`src/rtl/vx_fpu_pkg.sv`:
```
// vx_fpu_pkg: shared FPU response types (flag layout, default response record).
package vx_fpu_pkg;

   localparam int unsigned FP_FLAGS_BITS = 5;

   // Widths of the default (single-lane, 1-bit tag) response record.
   localparam int unsigned FPU_TAGW      = 1;
   localparam int unsigned FPU_NUM_LANES = 1;
   localparam int unsigned FPU_RESW      = FPU_NUM_LANES * 32;

   typedef struct packed {
      logic nv;
      logic dz;
      logic of;
      logic uf;
      logic nx;
   } fflags_t;

   typedef struct packed {
      logic [FPU_TAGW-1:0] tag;
      logic [FPU_RESW-1:0] result;
      logic                has_fflags;
      fflags_t             fflags;
   } fpu_rsp_t;

endpackage

```
`src/rtl/vx_fpu_rsp_fifo.sv`:
```
// vx_fpu_rsp_fifo: in-order pointer/count FIFO with a registered not-full
// flag and a registered head entry (no same-cycle bypass).
module vx_fpu_rsp_fifo #(
   parameter int unsigned DATAW = 8,
   parameter int unsigned DEPTH = 4
) (
   input  logic                     clk_i,
   input  logic                     rst_ni,
   input  logic                     push_i,
   input  logic [DATAW-1:0]         data_i,
   output logic                     ready_o,
   output logic                     valid_o,
   input  logic                     pop_i,
   output logic [DATAW-1:0]         data_o,
   output logic [$clog2(DEPTH):0]   count_o
);

   localparam int unsigned PTRW = $clog2(DEPTH);
   localparam int unsigned CNTW = PTRW + 1;

   logic [DATAW-1:0] mem_q [DEPTH];
   logic [DATAW-1:0] head_q, head_d;
   logic [PTRW-1:0]  wr_ptr_q, wr_ptr_d, rd_ptr_q, rd_ptr_d;
   logic [CNTW-1:0]  count_q, count_d;
   logic             ready_q, ready_d, valid_q, valid_d;
   logic             push, pop;

   assign push = push_i && ready_q;
   assign pop  = pop_i && valid_q;

   // Next pointers/count/flags, and which entry becomes the registered head.
   always_comb begin
      wr_ptr_d = wr_ptr_q;
      rd_ptr_d = rd_ptr_q;
      count_d  = count_q;
      head_d   = head_q;
      if (push) wr_ptr_d = wr_ptr_q + PTRW'(1);
      if (pop)  rd_ptr_d = rd_ptr_q + PTRW'(1);
      count_d  = count_q + CNTW'(push) - CNTW'(pop);
      ready_d  = (count_d < CNTW'(DEPTH));
      valid_d  = (count_d != '0);
      // The entry being written becomes head when the FIFO is otherwise empty
      // after this cycle's pop; else the head advances from storage on a pop.
      if (push && (count_q == CNTW'(pop))) head_d = data_i;
      else if (pop)                        head_d = mem_q[rd_ptr_d];
   end

   // Control state; cleared asynchronously.
   always_ff @(posedge clk_i or negedge rst_ni) begin
      if (!rst_ni) begin
         wr_ptr_q <= '0;
         rd_ptr_q <= '0;
         count_q  <= '0;
         ready_q  <= 1'b1;
         valid_q  <= 1'b0;
      end else begin
         wr_ptr_q <= wr_ptr_d;
         rd_ptr_q <= rd_ptr_d;
         count_q  <= count_d;
         ready_q  <= ready_d;
         valid_q  <= valid_d;
      end
   end

   // Storage and head register; contents are don't-care while empty.
   always_ff @(posedge clk_i) begin
      if (push) mem_q[wr_ptr_q] <= data_i;
      head_q <= head_d;
   end

   assign ready_o = ready_q;
   assign valid_o = valid_q;
   assign data_o  = head_q;
   assign count_o = count_q;

endmodule

```
`src/rtl/vx_fpu_rsp_sink.sv`:
```
// vx_fpu_rsp_sink: buffers FPU unit responses, OR-reduces per-lane fflags at
// push time and presents them in order to the commit arbiter.
// Optional sticky flag accumulator: define FPU_RSP_FFLAGS_STICKY_EN.
module vx_fpu_rsp_sink
   import vx_fpu_pkg::*;
#(
   parameter int unsigned NUM_LANES = 1,
   parameter int unsigned TAGW      = 1,
   parameter int unsigned DEPTH     = 4
) (
   input  logic                               clk,
   input  logic                               reset,
   input  logic                               valid_in,
   output logic                               ready_in,
   input  logic [TAGW-1:0]                    tag_in,
   input  logic [NUM_LANES*32-1:0]            result_in,
   input  logic                               has_fflags_in,
   input  logic [NUM_LANES*FP_FLAGS_BITS-1:0] fflags_in,
   output logic                               valid_out,
   input  logic                               ready_out,
   output logic [TAGW-1:0]                    tag_out,
   output logic [NUM_LANES*32-1:0]            result_out,
   output logic                               has_fflags_out,
   output logic [FP_FLAGS_BITS-1:0]           fflags_out,
   output logic [$clog2(DEPTH):0]             count,
   output logic [FP_FLAGS_BITS-1:0]           fflags_sticky,
   input  logic                               fflags_clr
);

   localparam int unsigned RESW  = NUM_LANES * 32;
   localparam int unsigned DATAW = TAGW + RESW + 1 + FP_FLAGS_BITS;

   logic [FP_FLAGS_BITS-1:0] lane_or;
   fflags_t                  stored_flags, head_flags;
   logic [DATAW-1:0]         push_data, head_data;
   logic                     pop;

   // OR-reduce lane flags so only one 5-bit vector is stored per entry.
   always_comb begin
      lane_or = '0;
      for (int unsigned i = 0; i < NUM_LANES; i++)
         lane_or = lane_or | fflags_in[i*FP_FLAGS_BITS +: FP_FLAGS_BITS];
      stored_flags = has_fflags_in ? fflags_t'(lane_or) : '0;
   end

   assign push_data = {tag_in, result_in, has_fflags_in, stored_flags};
   assign {tag_out, result_out, has_fflags_out, head_flags} = head_data;
   assign fflags_out = head_flags;
   assign pop        = valid_out && ready_out;

   vx_fpu_rsp_fifo #(
      .DATAW (DATAW),
      .DEPTH (DEPTH)
   ) u_fifo (
      .clk_i   (clk),
      .rst_ni  (reset),
      .push_i  (valid_in),
      .data_i  (push_data),
      .ready_o (ready_in),
      .valid_o (valid_out),
      .pop_i   (ready_out),
      .data_o  (head_data),
      .count_o (count)
   );

`ifdef FPU_RSP_FFLAGS_STICKY_EN
   logic [FP_FLAGS_BITS-1:0] sticky_q, sticky_d;

   // Clear first, then OR in popped flags, so a same-cycle set wins.
   always_comb begin
      sticky_d = sticky_q;
      if (fflags_clr)              sticky_d = '0;
      if (pop && has_fflags_out)   sticky_d = sticky_d | fflags_out;
   end

   // Sticky register; cleared asynchronously.
   always_ff @(posedge clk or negedge reset) begin
      if (!reset) sticky_q <= '0;
      else        sticky_q <= sticky_d;
   end

   assign fflags_sticky = sticky_q;
`else
   logic unused_sticky;
   assign unused_sticky = fflags_clr ^ pop;
   assign fflags_sticky = '0;
`endif

endmodule
```
`config.mk`:
```
export PLATFORM = sky130hd
export DESIGN_NAME = vx_fpu_rsp_sink
export DESIGN_NICKNAME = d
export VERILOG_FILES = /design/src/rtl/vx_fpu_pkg.sv /design/src/rtl/vx_fpu_rsp_fifo.sv /design/src/rtl/vx_fpu_rsp_sink.sv
export SDC_FILE = /design/constraint.sdc
export NUM_CORES = 1
export LEC_CHECK = 0
export CORE_UTILIZATION = 45
export DETAILED_ROUTE_END_ITERATION = 7
export GPL_ROUTABILITY_DRIVEN = 1
export GPL_TIMING_DRIVEN = 0
export PLACE_DENSITY = 0.66
export REMOVE_ABC_BUFFERS = 1
export SETUP_SLACK_MARGIN = 0.15
export SLEW_MARGIN = 5
export SYNTH_ARGS = -nofsm -noshare
export SYNTH_HDL_FRONTEND = slang
export SYNTH_SLANG_ARGS = --single-unit
```
`constraint.sdc`:
```
create_clock -name clk -period 5 [get_ports clk]
set_clock_uncertainty 0.1 [all_clocks]
set_input_delay 1 -clock clk [delete_from_list [all_inputs] [get_ports clk]]
set_output_delay 1 -clock clk [all_outputs]
set_load 0.01 [all_outputs]
```
* Word-level counts from Yosys, hierarchy flattened *
Memory sizes are Yosys's and may differ from the RTL's.
Index checks and enable logic that the tools add are counted.

storage, ports and cells
  memories = 1
  register bits = 48
  logic and storage cells = 24
  RAM bits = 156
  input bits = 44

operators by class
  muxes and demuxes = 6
  reduce and logical (&&, ||, !) cells = 5
  order comparisons = 1
  $add $sub $neg = 4
  eq/ne operators = 1

memories
  name          depth  bits a word  rd ports  clocked after memory_dff  write ports  RTL line               text
  u_fifo.mem_q  4      39           1         0                         1            vx_fpu_rsp_fifo.sv:21  logic [DATAW-1:0] mem_q [DEPTH];

operator list
  kind                                                            count
  39-bit 2-to-1 mux                                               2
  5-bit 2-to-1 mux                                                1
  2-bit by 1-bit adder with 2-bit output (second input constant)  2
  3-bit by 1-bit adder with 3-bit output                          1
  3-bit by 1-bit == test with 1-bit output                        1
  1-bit logical AND                                               3
  3-bit < comparator (second input constant)                      1
  3-bit nonzero test                                              1
  3-bit by 1-bit subtractor with 3-bit output                     1
  1-bit 2-to-1 mux                                                2
  2-bit 2-to-1 mux                                                1
  2-bit nonzero test                                              1

* Logic depth before layout (Yosys ltp) *
Gate-level depths: netlist of run 1.
An unclocked memory read counts as a cell.

  depth after elaboration = 5
  gate-level depth with buffers = 11

* By module *
A second synthesis of run 1 with hierarchy kept.

second synthesis, totals
  cell total of the unflattened synthesis = 707
  area total of the unflattened synthesis = 9,605.5 um2

by module, submodules not included
  module           instances  area an instance (um2)  cells an instance
  vx_fpu_rsp_fifo  1          9,532.9                 696
  vx_fpu_rsp_sink  1          72.6                    11

* Worst setup path after synthesis of run 1 *
Ideal clock, no wire load.

  path type = in2reg
  start = input ready_out
  end = register u_fifo.head_q[0], in the netlist u_fifo.data_o[0], enable pin
  data required time = 4,503 ps
  library setup time = 397 ps
  slack = 898 ps
  stages on the path = 11
  arrival = 3,605 ps
  buffers on the path = 5
  cell sequence = nand2_1 inv_2 buf_4 buf_4 ha_1 inv_1 or4_1 clkbuf_1 buf_6 buf_6 nand2_1

between the ends
  longest elaborated chain between the ends = 4

RTL lines
  element                                   RTL line               text
  from (decl)                               vx_fpu_rsp_sink.sv:20  input logic ready_out,
  1-bit logical AND (*)                     vx_fpu_rsp_fifo.sv:29  assign pop = pop_i && valid_q;
  3-bit by 1-bit == test with 1-bit output  vx_fpu_rsp_fifo.sv:44  if (push && (count_q == CNTW'(pop))) head_d = data_i;
  1-bit logical AND                         vx_fpu_rsp_fifo.sv:44
  2-bit nonzero test (no line) (*)          --
  to (signal assigned)                      vx_fpu_rsp_fifo.sv:68  head_q <= head_d;
  to (decl)                                 vx_fpu_rsp_fifo.sv:22  logic [DATAW-1:0] head_q, head_d;

Every way passes the cells marked *; elsewhere a longest branch is shown, timed or not.
A chain may end at the register's enable or synchronous reset.

* Worst setup path in the final report of run 1 *
  start = input ready_out
  end = register u_fifo.head_q[13], in the netlist u_fifo.data_o[13], enable pin

Same word-level chain as after synthesis.

==> impl_metrics.py, run 1 <==
metrics = {
    "run_status": {
        "outcome": "finished, final reports clean",
    },
    "critical_path": {
        "crit-reg2reg-capture": "u_fifo.data_o[13]$_DFFE_PP_",
        "crit_path_end_kind": "register",
        "timing_worst_setup_path_type": "input port to register",
        "worst_ep_arrival_ns": 4.77,
        "crit_path_cell_trace": "clkdlybuf4s50_1 > nand2_4 > buf_16 > inv_4 > ha_1 > inv_1 > or4_4 > buf_16 > nand2_2 > buf_12",
        "worst_r2r_path_depth": 9,
        "critical_path.startpoint_type": "input port",
        "path_max_fanout": 53,
        "critical-path-max-stage-delay_ns": 0.65,
        "cell_class_contributing_the_biggest_share_of_worst_path_delay": "buffers and inverters",
        "rrSetupSlack_ns": 0.88,
        "worstPathRequired_ns": 5.08,
        "crit_path_top_delay_cell": "sky130_fd_sc_hd__or4_4",
        "r2r_start": "u_fifo.valid_o$_DFF_PN0_",
        "critical_path.n_buffers_inverters": 6,
        "path_common_cell": "sky130_fd_sc_hd__buf_16",
    },
    "cts": {
        "clock_tree_from_tritoncts": "built",
        "post_cts_resized": 1,
        "clock_sink_count": 204,
        "clock_tree.htree_level_count": 1,
        "worst_setup_hold_path_clk_slew_ns": 0.05,
        "cts_buffers": 22,
        "holdBufCountCts": 0,
        "cts.repair_timing.setup_buffer_count": 0,
        "max-clock-path-buffers": 3,
        "cts-root-buf": "sky130_fd_sc_hd__clkbuf_16",
        "clock_latency_ns": 0.49,
    },
    "timing": {
        "rsz0062_at_grt": "no",
        "period_share_pct": 93.7,
        "max_clock_freq_mhz": 213,
        "tns_ns": 0,
        "hold_viol_final": 0,
        "finalMaxSlewViolations": 0,
        "setup_viol_count_final": 0,
        "fin_crit_ns": 4.69,
        "timing.slew.headroom_pct": 48.7,
        "worstMarginPinSlew_ns": 0.769,
    },
    "layout": {
        "finish.net_count": 696,
        "fillCellCount": 1600,
        "most_common_library_cell_in_the_layout_ignoring_fill_and_taps": "sky130_fd_sc_hd__edfxtp_1",
        "area.sequential_mm2": 0.00609,
        "areaGrowthSynthToFinish_pct": 20.0,
        "layout_common_cells": "195 x sky130_fd_sc_hd__edfxtp_1, 86 x sky130_fd_sc_hd__clkdlybuf4s50_1, 66 x sky130_fd_sc_hd__mux2i_1, 41 x sky130_fd_sc_hd__nand2_1, 38 x sky130_fd_sc_hd__mux4_2",
        "final_layout_size_suffix_gt1_share_pct": 20.6,
        "post_route_cell_area_mm2": 0.0113,
        "multi_input_comb_area_mm2": 0.00305,
    },
    "synthesis": {
        "synth.ff_latch_count": 204,
        "postSynthCellCount": 563,
        "synth_area_mm2": 0.00941,
        "synthDistinctLibCells": 37,
        "yosys_warnings": 0,
        "postSynthAreaPerCell_um2": 16.7,
        "synth-seq-area-share_pct": 64.6,
    },
    "placement": {
        "gp_congestion": 0.709,
        "placedInstanceArea_mm2": 0.0106,
        "port-buffer-count": 86,
        "place.detailed.hpwl_mm": 12.1,
    },
    "route": {
        "met3_length_mm": 1.33,
        "highest_layer": "met4",
        "ant_nets": 0,
        "totalWireLength_mm": 20.5,
        "via_per_inst": 5.77,
        "first_pass_drt_iterations": 4,
        "drt-wirelength-per-cell_um": 22.0,
        "drtIter0Drc": 289,
        "num_vias": 5362,
        "drcViolationCount": 0,
        "routed-wl-met2_mm": 10.5,
        "wl_met1_mm": 8.15,
    },
    "die": {
        "rows": 52,
        "die-height_um": 147,
        "io_pins": 93,
        "die_area_mm2": 0.0215,
        "die_width_um": 147,
        "core_region_area_mm2": 0.0204,
        "floorplan.initialDensity_pct": 46.2,
    },
    "min_path": {
        "worstHoldPathCells": 1,
        "worstHoldEndpoint": "u_fifo.wr_ptr_q[0]$_DFFE_PN0P_",
        "min-delay-start": "u_fifo.wr_ptr_q[0]$_DFFE_PN0P_",
        "class_of_the_tightest_hold_or_removal_check": "register to register",
    },
    "global_route": {
        "grt_pass1_vias": 5884,
        "grt_use_total_pct": 19.7,
        "grt_antenna_before_repair": 0,
        "maximum_number_of_pins_on_one_net_before_global_route_repair": 54,
        "grt_first_pass_wirelength_mm": 32.1,
        "overflow": 0,
    },
    "power": {
        "p_leak_nw": 3.92,
        "overall_power_mw": 6.34,
        "powerDensity_mw_per_mm2": 561,
        "ir_worst_vdd_mv": 0.447,
    },
    "job": {
        "max-cap-violations": 0,
    },
}
==> state kept, by name, indices dropped and copies added, names as in the netlist <==
signal           count
u_fifo.ready_o       1
u_fifo.wr_ptr_q      2
u_fifo.data_o       39
u_fifo.mem_q       156
u_fifo.valid_o       1
u_fifo.count_o       3
u_fifo.rd_ptr_q      2
==> synthesized netlist by cell type <==
| master | number | area (µm²) |
|---|---|---|
| sky130_fd_sc_hd__conb_1 | 1 | 3.75 |
| sky130_fd_sc_hd__xnor2_1 | 4 | 35.0 |
| sky130_fd_sc_hd__o22ai_1 | 6 | 37.5 |
| sky130_fd_sc_hd__and3_1 | 4 | 25.0 |
| sky130_fd_sc_hd__mux2_2 | 12 | 135 |
| sky130_fd_sc_hd__a31oi_2 | 29 | 363 |
| sky130_fd_sc_hd__xor2_1 | 1 | 8.76 |
| sky130_fd_sc_hd__or3_1 | 1 | 6.26 |
| sky130_fd_sc_hd__a31oi_1 | 4 | 25.0 |
| sky130_fd_sc_hd__buf_6 | 8 | 90.1 |
| sky130_fd_sc_hd__buf_12 | 1 | 20.0 |
| sky130_fd_sc_hd__mux4_1 | 1 | 26.3 |
| sky130_fd_sc_hd__inv_2 | 1 | 3.75 |
| sky130_fd_sc_hd__ha_1 | 6 | 75.1 |
| sky130_fd_sc_hd__nor4_1 | 1 | 6.26 |
| sky130_fd_sc_hd__o21ai_0 | 1 | 5.00 |
| sky130_fd_sc_hd__fa_1 | 1 | 20.0 |
| sky130_fd_sc_hd__mux2i_1 | 66 | 661 |
| sky130_fd_sc_hd__dfstp_2 | 1 | 26.3 |
| sky130_fd_sc_hd__nand2_1 | 43 | 161 |
| sky130_fd_sc_hd__and2_1 | 5 | 31.3 |
| sky130_fd_sc_hd__or4_1 | 1 | 7.51 |
| sky130_fd_sc_hd__nor2_1 | 33 | 124 |
| sky130_fd_sc_hd__dfrtp_1 | 8 | 200 |
| sky130_fd_sc_hd__or2_1 | 1 | 6.26 |
| sky130_fd_sc_hd__nor2b_1 | 6 | 37.5 |
| sky130_fd_sc_hd__nand2_2 | 1 | 6.26 |
| sky130_fd_sc_hd__inv_1 | 8 | 30.0 |
| sky130_fd_sc_hd__mux4_2 | 38 | 856 |
| sky130_fd_sc_hd__clkbuf_1 | 12 | 45.0 |
| sky130_fd_sc_hd__buf_4 | 9 | 67.6 |
| sky130_fd_sc_hd__o22a_1 | 33 | 289 |
| sky130_fd_sc_hd__nand2b_1 | 1 | 6.26 |
| sky130_fd_sc_hd__buf_1 | 2 | 7.51 |
| sky130_fd_sc_hd__buf_2 | 12 | 60.1 |
| sky130_fd_sc_hd__edfxtp_1 | 195 | 5860 |
| sky130_fd_sc_hd__o31ai_1 | 6 | 45.0 |
==> where the power goes <==
group          internal (mW)  total [mW]  switching (mW)  leakage, nW
registers               2.38        2.59           0.211         1.90
logic                   1.17        2.26            1.10         1.68
clock network          0.883        1.48           0.601        0.330
==> worst reg2reg max path, cell delays in order, from the launching register on <==
cell                      delay [ns]
sky130_fd_sc_hd__dfrtp_1        0.41
sky130_fd_sc_hd__nand2_4        0.49
sky130_fd_sc_hd__buf_16         0.40
sky130_fd_sc_hd__inv_4          0.33
sky130_fd_sc_hd__ha_1           0.39
sky130_fd_sc_hd__inv_1          0.07
sky130_fd_sc_hd__or4_4          0.65
sky130_fd_sc_hd__buf_16         0.27
sky130_fd_sc_hd__nand2_2        0.41
sky130_fd_sc_hd__buf_12         0.28
==> cells by family after synthesis <==
| kind of cell | share of synthesized area (%) |
|---|---|
| flops | 64.6 |
| fa+ha+maj | 1.01 |
| buf+inv | 3.44 |
| simple gates | 4.44 |
| compound gates | 8.12 |
| xor+xnor | 0.465 |
| other cells | 0.0399 |
| mux | 17.8 |
==> per-stage QoR <==
step           std cells  setup WS (ns)  hold slack, ns  util [%]
6_report             930          0.313           0.451      55.5
5_1_grt              929          0.151           0.495      55.4
4_1_cts              929          0.268           0.454      55.4
3_5_place_dp         891         -0.572           0.443      52.2
3_3_place_gp         879          -7.91           0.414      50.7
2_1_floorplan        523          -3.51           0.397         -
==> routing by layer <==
layer	track usage [%]	up-vias
met2	34.7	196
met5	0	-
met1	24.7	2731
met3	3.25	39
met4	6.46	0
li1	-	2396
==> how the worst max path moves through the flow <==
stage	start	end	slack [ns]	cells past startpoint
final	ready_out	u_fifo.data_o[13]$_DFFE_PP_	0.31	10
after floorplan	ready_out	u_fifo.data_o[0]$_DFFE_PP_	-3.51	6
after global placement	ready_out	u_fifo.data_o[15]$_DFFE_PP_	-7.91	7
after CTS	ready_out	u_fifo.data_o[22]$_DFFE_PP_	0.27	10
after detailed placement	ready_out	u_fifo.data_o[10]$_DFFE_PP_	-0.57	10
after global routing	ready_out	u_fifo.data_o[34]$_DFFE_PP_	0.15	10
==> area by class of cell <==
| class | instances | area share (%) |
|---|---|---|
| flip-flops and latches | 204 | 53.9 |
| multi-input cells | 310 | 27.0 |
| repair buffers | 98 | 9.90 |
| clock buffers | 33 | 5.69 |
| well taps | 270 | 2.99 |
| inverters | 9 | 0.321 |
| clock inverters | 5 | 0.210 |
| diodes | 1 | 0.0222 |
No activity file was read; power rests on OpenSTA's default activity.
==> run 2, diff against run 1 <==
- CORE_MARGIN: default -> 5
- TNS_END_PERCENT: default -> 20
==> run 2 against run 1 <==
Sequential power barely moved. Fmax rose by 2.1%. Non-clock buffer count did not move. Count of clock-buffer cells in the layout fell by 7. Setup slack improved by 0.094 ns. Core utilization fell by 0.58 points. Die area rose by 11%. Worst hold slack improved by 0.00069 ns. Highest routed layer is now met5.
==> impl_metrics.py, run 2 (synthesis results as in run 1) <==
metrics = {
    "timing": {
        "worstMarginPinSlew_ns": 0.838,
        "tns_ns": 0,
        "hold_viol_final": 0,
        "timing.hold.ws_ns": 0.451,
        "timing.slew.headroom_pct": 43.6,
        "max_clock_freq_mhz": 218,
        "setup_viol_count_final": 0,
        "setup_slack_ns": 0.407,
        "fin_crit_ns": 4.59,
        "rsz0062_at_grt": "no",
        "finalMaxSlewViolations": 0,
        "period_share_pct": 91.9,
    },
    "route": {
        "via_per_inst": 5.65,
        "drtIter0Drc": 291,
        "drt-wirelength-per-cell_um": 22.3,
        "totalWireLength_mm": 20.9,
        "num_vias": 5295,
        "first_pass_drt_iterations": 4,
        "ant_nets": 0,
        "drcViolationCount": 0,
    },
    "die": {
        "die-height_um": 155,
        "die_area_mm2": 0.0239,
        "die_width_um": 155,
        "floorplan.initialDensity_pct": 45.2,
        "io_pins": 93,
        "core_region_area_mm2": 0.0208,
        "rows": 53,
    },
    "layout": {
        "final_layout_size_suffix_gt1_share_pct": 21.0,
        "antenna_cells": 0,
        "finalNonFillerCells": 937,
        "areaGrowthSynthToFinish_pct": 21.4,
        "most_common_library_cell_in_the_layout_ignoring_fill_and_taps": "sky130_fd_sc_hd__edfxtp_1",
        "largest_reg_flops": 156,
        "finish.net_count": 697,
        "largest-register": "u_fifo.mem_q",
        "layout_common_cells": "195 x sky130_fd_sc_hd__edfxtp_1, 86 x sky130_fd_sc_hd__clkdlybuf4s50_1, 66 x sky130_fd_sc_hd__mux2i_1, 41 x sky130_fd_sc_hd__nand2_1, 38 x sky130_fd_sc_hd__mux4_2",
    },
    "global_route": {
        "grt_use_total_pct": 17.4,
        "grt_pass1_vias": 5840,
        "grt_antenna_before_repair": 1,
        "overflow": 0,
        "grt_first_pass_wirelength_mm": 32.5,
        "maximum_number_of_pins_on_one_net_before_global_route_repair": 52,
    },
    "critical_path": {
        "worst_ep_arrival_ns": 4.68,
        "timing_worst_setup_path_type": "input port to register",
        "crit_path_end_kind": "register",
        "critical_path.startpoint_type": "input port",
        "path_max_fanout": 51,
        "worstPathRequired_ns": 5.09,
    },
    "placement": {
        "placement.setup.worst_slack_ns": -0.616,
        "port-buffer-count": 86,
        "gp_congestion": 0.725,
        "placed_cells": 896,
        "place.detailed.hpwl_mm": 12.6,
    },
    "power": {
        "ir_worst_vdd_mv": 0.416,
        "p_leak_nw": 3.97,
        "overall_power_mw": 6.60,
        "powerDensity_mw_per_mm2": 578,
    },
    "cts": {
        "cts-root-buf": "sky130_fd_sc_hd__clkbuf_16",
        "clock_tree_from_tritoncts": "built",
        "clock_tree.htree_level_count": 1,
        "cts.repair_timing.setup_buffer_count": 0,
        "worst_setup_hold_path_clk_slew_ns": 0.06,
        "max-clock-path-buffers": 3,
        "clock_latency_ns": 0.50,
        "cts_buffers": 23,
        "clock_sink_count": 204,
        "post_cts_resized": 1,
        "holdBufCountCts": 0,
    },
    "min_path": {
        "class_of_the_tightest_hold_or_removal_check": "register to register",
    },
    "job": {
        "max-cap-violations": 0,
    },
    "run_status": {
        "outcome": "finished, final reports clean",
    },
}
-- run 2: layout make-up --
cell class / count / area [µm²]
flip-flops and latches: 204 / 6090
multi-input cells: 310 / 3050
inverters: 9 / 36.3
fillers: 1630 / 9400
repair buffers: 98 / 1120
clock inverters: 15 / 200
clock buffers: 26 / 587
well taps: 275 / 344
-- run 2: power breakdown --
group / internal (mW) / switching [mW]
logic: 1.17 / 1.07
clock network: 1.10 / 0.640
registers: 2.38 / 0.239
total: 4.65 / 1.95
-- run 2: worst paths after layout --
kind / to / cells past startpoint / start / slack (ns)
setup / recovery: u_fifo.data_o[36]$_DFFE_PP_ / 10 / ready_out / 0.41
hold / removal: u_fifo.wr_ptr_q[0]$_DFFE_PN0P_ / 1 / u_fifo.wr_ptr_q[0]$_DFFE_PN0P_ / 0.45
setup reg to reg: u_fifo.data_o[36]$_DFFE_PP_ / 9 / u_fifo.valid_o$_DFF_PN0_ / 1.01
hold reg to reg: u_fifo.wr_ptr_q[0]$_DFFE_PN0P_ / 1 / u_fifo.wr_ptr_q[0]$_DFFE_PN0P_ / 0.45
max in group asynchronous: u_fifo.rd_ptr_q[1]$_DFF_PN0_ / 1 / reset / 3.76
min in group asynchronous: u_fifo.count_o[2]$_DFF_PN0_ / 1 / reset / 0.71
-- run 2: critical path: stages --
cell and delay (ns):
sky130_fd_sc_hd__clkdlybuf4s50_1 0.57, sky130_fd_sc_hd__nand2_8 0.24, sky130_fd_sc_hd__buf_16 0.33, sky130_fd_sc_hd__inv_4 0.53
sky130_fd_sc_hd__ha_1 0.22, sky130_fd_sc_hd__inv_1 0.07, sky130_fd_sc_hd__or4_4 0.66, sky130_fd_sc_hd__buf_16 0.29
sky130_fd_sc_hd__nand2_2 0.41, sky130_fd_sc_hd__buf_12 0.28
-- run 2: stage by stage --
stage / utilization (%) / area [µm²]
6_report: 54.9 / 11400
5_1_grt: 54.9 / 11400
4_1_cts: 54.8 / 11400
3_5_place_dp: 51.0 / 10600
3_3_place_gp: 49.7 / 10300
2_1_floorplan: - / 9130
-- run 2: layer usage --
| metal | share of wire, % | global-route usage [%] |
|---|---|---|
| met4 | 1.6 | 4.12 |
| met3 | 5.6 | 3.58 |
| met2 | 52 | 30.8 |
| met1 | 41 | 22.2 |
| met5 | 0.057 | 0 |
==> run 3, diff against run 2 <==
- CTS_CLUSTER_SIZE: default -> 12
==> run 3 against run 2 <==
Setup slack improved by 0.045 ns. Via count fell by 0.38%. Non-clock buffer count is the same. Sequential power barely moved. Cell area down 0.96%. Highest routed layer unchanged.
==> impl_metrics.py, run 3 (synthesis results as in run 1) <==
metrics = {
    "cts": {
        "cts_buffers": 23,
        "cts.repair_timing.setup_buffer_count": 0,
        "worst_setup_hold_path_clk_slew_ns": 0.06,
        "max-clock-path-buffers": 3,
        "clock_tree.htree_level_count": 1,
        "cts-root-buf": "sky130_fd_sc_hd__clkbuf_16",
        "clock_tree_from_tritoncts": "built",
        "clock_sink_count": 204,
        "clock_latency_ns": 0.50,
    },
    "timing": {
        "tns_ns": 0,
        "timing.hold.ws_ns": 0.454,
        "finalMaxSlewViolations": 0,
        "worstMarginPinSlew_ns": 0.862,
        "timing.slew.headroom_pct": 42.0,
        "setup_viol_count_final": 0,
        "hold_viol_final": 0,
        "setup_slack_ns": 0.452,
        "max_clock_freq_mhz": 220,
        "period_share_pct": 91.0,
        "fin_crit_ns": 4.55,
        "rsz0062_at_grt": "no",
    },
    "job": {
        "max-cap-violations": 0,
    },
    "global_route": {
        "grt_use_total_pct": 17.4,
        "overflow": 0,
        "maximum_number_of_pins_on_one_net_before_global_route_repair": 52,
        "grt_antenna_before_repair": 1,
        "grt_first_pass_wirelength_mm": 32.5,
        "grt_pass1_vias": 5857,
    },
    "power": {
        "share_of_power_burned_in_the_clock_network_pct": 23.9,
        "power_switching_share_pct": 30.4,
        "combinational_share_of_power_pct": 35.1,
        "switchingPower_mw": 1.94,
        "p_leak_nw": 3.92,
        "p_int_mw": 4.44,
        "powerDensity_mw_per_mm2": 564,
        "ir_worst_vdd_mv": 0.415,
        "share_seq_of_total_power_pct": 41.1,
    },
    "critical_path": {
        "path_max_fanout": 51,
        "cell_class_contributing_the_biggest_share_of_worst_path_delay": "buffers and inverters",
        "crit_path_end_kind": "register",
        "worstPathRequired_ns": 5.09,
        "critical_path.startpoint_type": "input port",
        "crit_path_top_delay_cell": "sky130_fd_sc_hd__or4_4",
        "worst_r2r_path_depth": 9,
        "critical_path.n_buffers_inverters": 6,
        "rrSetupSlack_ns": 1.05,
        "path_common_cell": "sky130_fd_sc_hd__buf_16",
        "critical-path-max-stage-delay_ns": 0.66,
        "timing_worst_setup_path_type": "input port to register",
        "r2r_start": "u_fifo.valid_o$_DFF_PN0_",
        "worst_ep_arrival_ns": 4.64,
        "crit-reg2reg-capture": "u_fifo.data_o[35]$_DFFE_PP_",
        "crit_path_cell_trace": "clkdlybuf4s50_1 > nand2_8 > buf_16 > inv_4 > ha_1 > inv_1 > or4_4 > buf_16 > nand2_2 > buf_12",
    },
    "route": {
        "drcViolationCount": 0,
        "routed-wl-met2_mm": 10.9,
        "totalWireLength_mm": 20.9,
        "met3_length_mm": 1.41,
        "first_pass_drt_iterations": 4,
        "via_per_inst": 5.64,
        "num_vias": 5275,
        "highest_layer": "met5",
        "wl_met1_mm": 8.26,
        "drtIter0Drc": 246,
        "ant_nets": 0,
        "drt-wirelength-per-cell_um": 22.3,
    },
    "layout": {
        "finish.net_count": 697,
        "areaGrowthSynthToFinish_pct": 20.3,
        "final_layout_size_suffix_gt1_share_pct": 20.6,
        "antenna_cells": 0,
        "layout_common_cells": "195 x sky130_fd_sc_hd__edfxtp_1, 86 x sky130_fd_sc_hd__clkdlybuf4s50_1, 66 x sky130_fd_sc_hd__mux2i_1, 41 x sky130_fd_sc_hd__nand2_1, 38 x sky130_fd_sc_hd__mux4_2",
        "largest_reg_flops": 156,
        "most_common_library_cell_in_the_layout_ignoring_fill_and_taps": "sky130_fd_sc_hd__edfxtp_1",
        "largest-register": "u_fifo.mem_q",
    },
    "die": {
        "die_area_mm2": 0.0239,
        "die-height_um": 155,
        "die_width_um": 155,
        "rows": 53,
        "floorplan.initialDensity_pct": 45.2,
        "io_pins": 93,
        "core_region_area_mm2": 0.0208,
    },
    "min_path": {
        "worstHoldEndpoint": "u_fifo.wr_ptr_q[0]$_DFFE_PN0P_",
        "min-delay-start": "u_fifo.wr_ptr_q[0]$_DFFE_PN0P_",
        "class_of_the_tightest_hold_or_removal_check": "register to register",
        "worstHoldPathCells": 1,
    },
    "placement": {
        "placement.setup.worst_slack_ns": -0.616,
        "place.detailed.hpwl_mm": 12.6,
        "port-buffer-count": 86,
        "gp_congestion": 0.725,
    },
    "run_status": {
        "outcome": "finished, final reports clean",
    },
}
-- run 3: worst max path at each step --
stage | endpoint | start | slack [ns] | cells past startpoint
after global placement | u_fifo.data_o[28]$_DFFE_PP_ | ready_out | -7.92 | 7
after floorplan | u_fifo.data_o[0]$_DFFE_PP_ | ready_out | -3.51 | 6
final | u_fifo.data_o[35]$_DFFE_PP_ | ready_out | 0.45 | 10
after global routing | u_fifo.data_o[35]$_DFFE_PP_ | ready_out | 0.25 | 10
after detailed placement | u_fifo.data_o[28]$_DFFE_PP_ | ready_out | -0.62 | 10
after CTS | u_fifo.data_o[16]$_DFFE_PP_ | ready_out | 0.25 | 10
-- run 3: area by class of cell --
cell class,instances,area [µm²]
clock buffers,26,587
clock inverters,14,90.1
fillers,1656,9510
inverters,9,36.3
multi-input cells,310,3050
flip-flops and latches,204,6090
well taps,275,344
repair buffers,98,1120
-- run 3: worst register-to-register path, stage by stage (launching register included) --
cell and delay, ns:
sky130_fd_sc_hd__dfrtp_1 0.44, sky130_fd_sc_hd__nand2_8 0.30, sky130_fd_sc_hd__buf_16 0.35, sky130_fd_sc_hd__inv_4 0.35, sky130_fd_sc_hd__ha_1 0.39, sky130_fd_sc_hd__inv_1 0.07, sky130_fd_sc_hd__or4_4 0.66, sky130_fd_sc_hd__buf_16 0.29
sky130_fd_sc_hd__nand2_2 0.41, sky130_fd_sc_hd__buf_12 0.28
-- run 3: per-stage QoR --
| step | std cells | instance area (µm²) | power, mW | util (%) |
|---|---|---|---|---|
| finish | 936 | 11300 | 6.38 | 54.4 |
| global route | 936 | 11300 | 6.70 | 54.4 |
| CTS | 936 | 11300 | 6.47 | 54.3 |
| detailed placement | 896 | 10600 | 4.92 | 51.0 |
| global placement | 884 | 10300 | 4.79 | 49.7 |
| floorplan | 523 | 9130 | 3.96 | - |
-- run 3: routing by layer --
| metal | vias to the layer above | GRT usage [%] |
|---|---|---|
| met5 | - | 0 |
| met4 | 2 | 4.21 |
| met3 | 32 | 3.55 |
| met2 | 171 | 30.8 |
| met1 | 2670 | 22.2 |
| li1 | 2400 | - |
-- run 3: repair_timing --
item,CTS,global route
hold endpoints to repair,0,0
resized for setup,1,1
endpoints found under the setup margin,26,26
hold buffers,0,0
-- run 3: power groups by stage --
stage	Clock (mW)	Combinational [mW]	Sequential, mW
2_1_floorplan	0	1.23	2.73
3_3_place_gp	0	2.04	2.75
3_5_place_dp	0	2.27	2.66
4_1_cts	1.56	2.28	2.63
5_1_grt	1.63	2.41	2.67
6_report	1.52	2.24	2.62
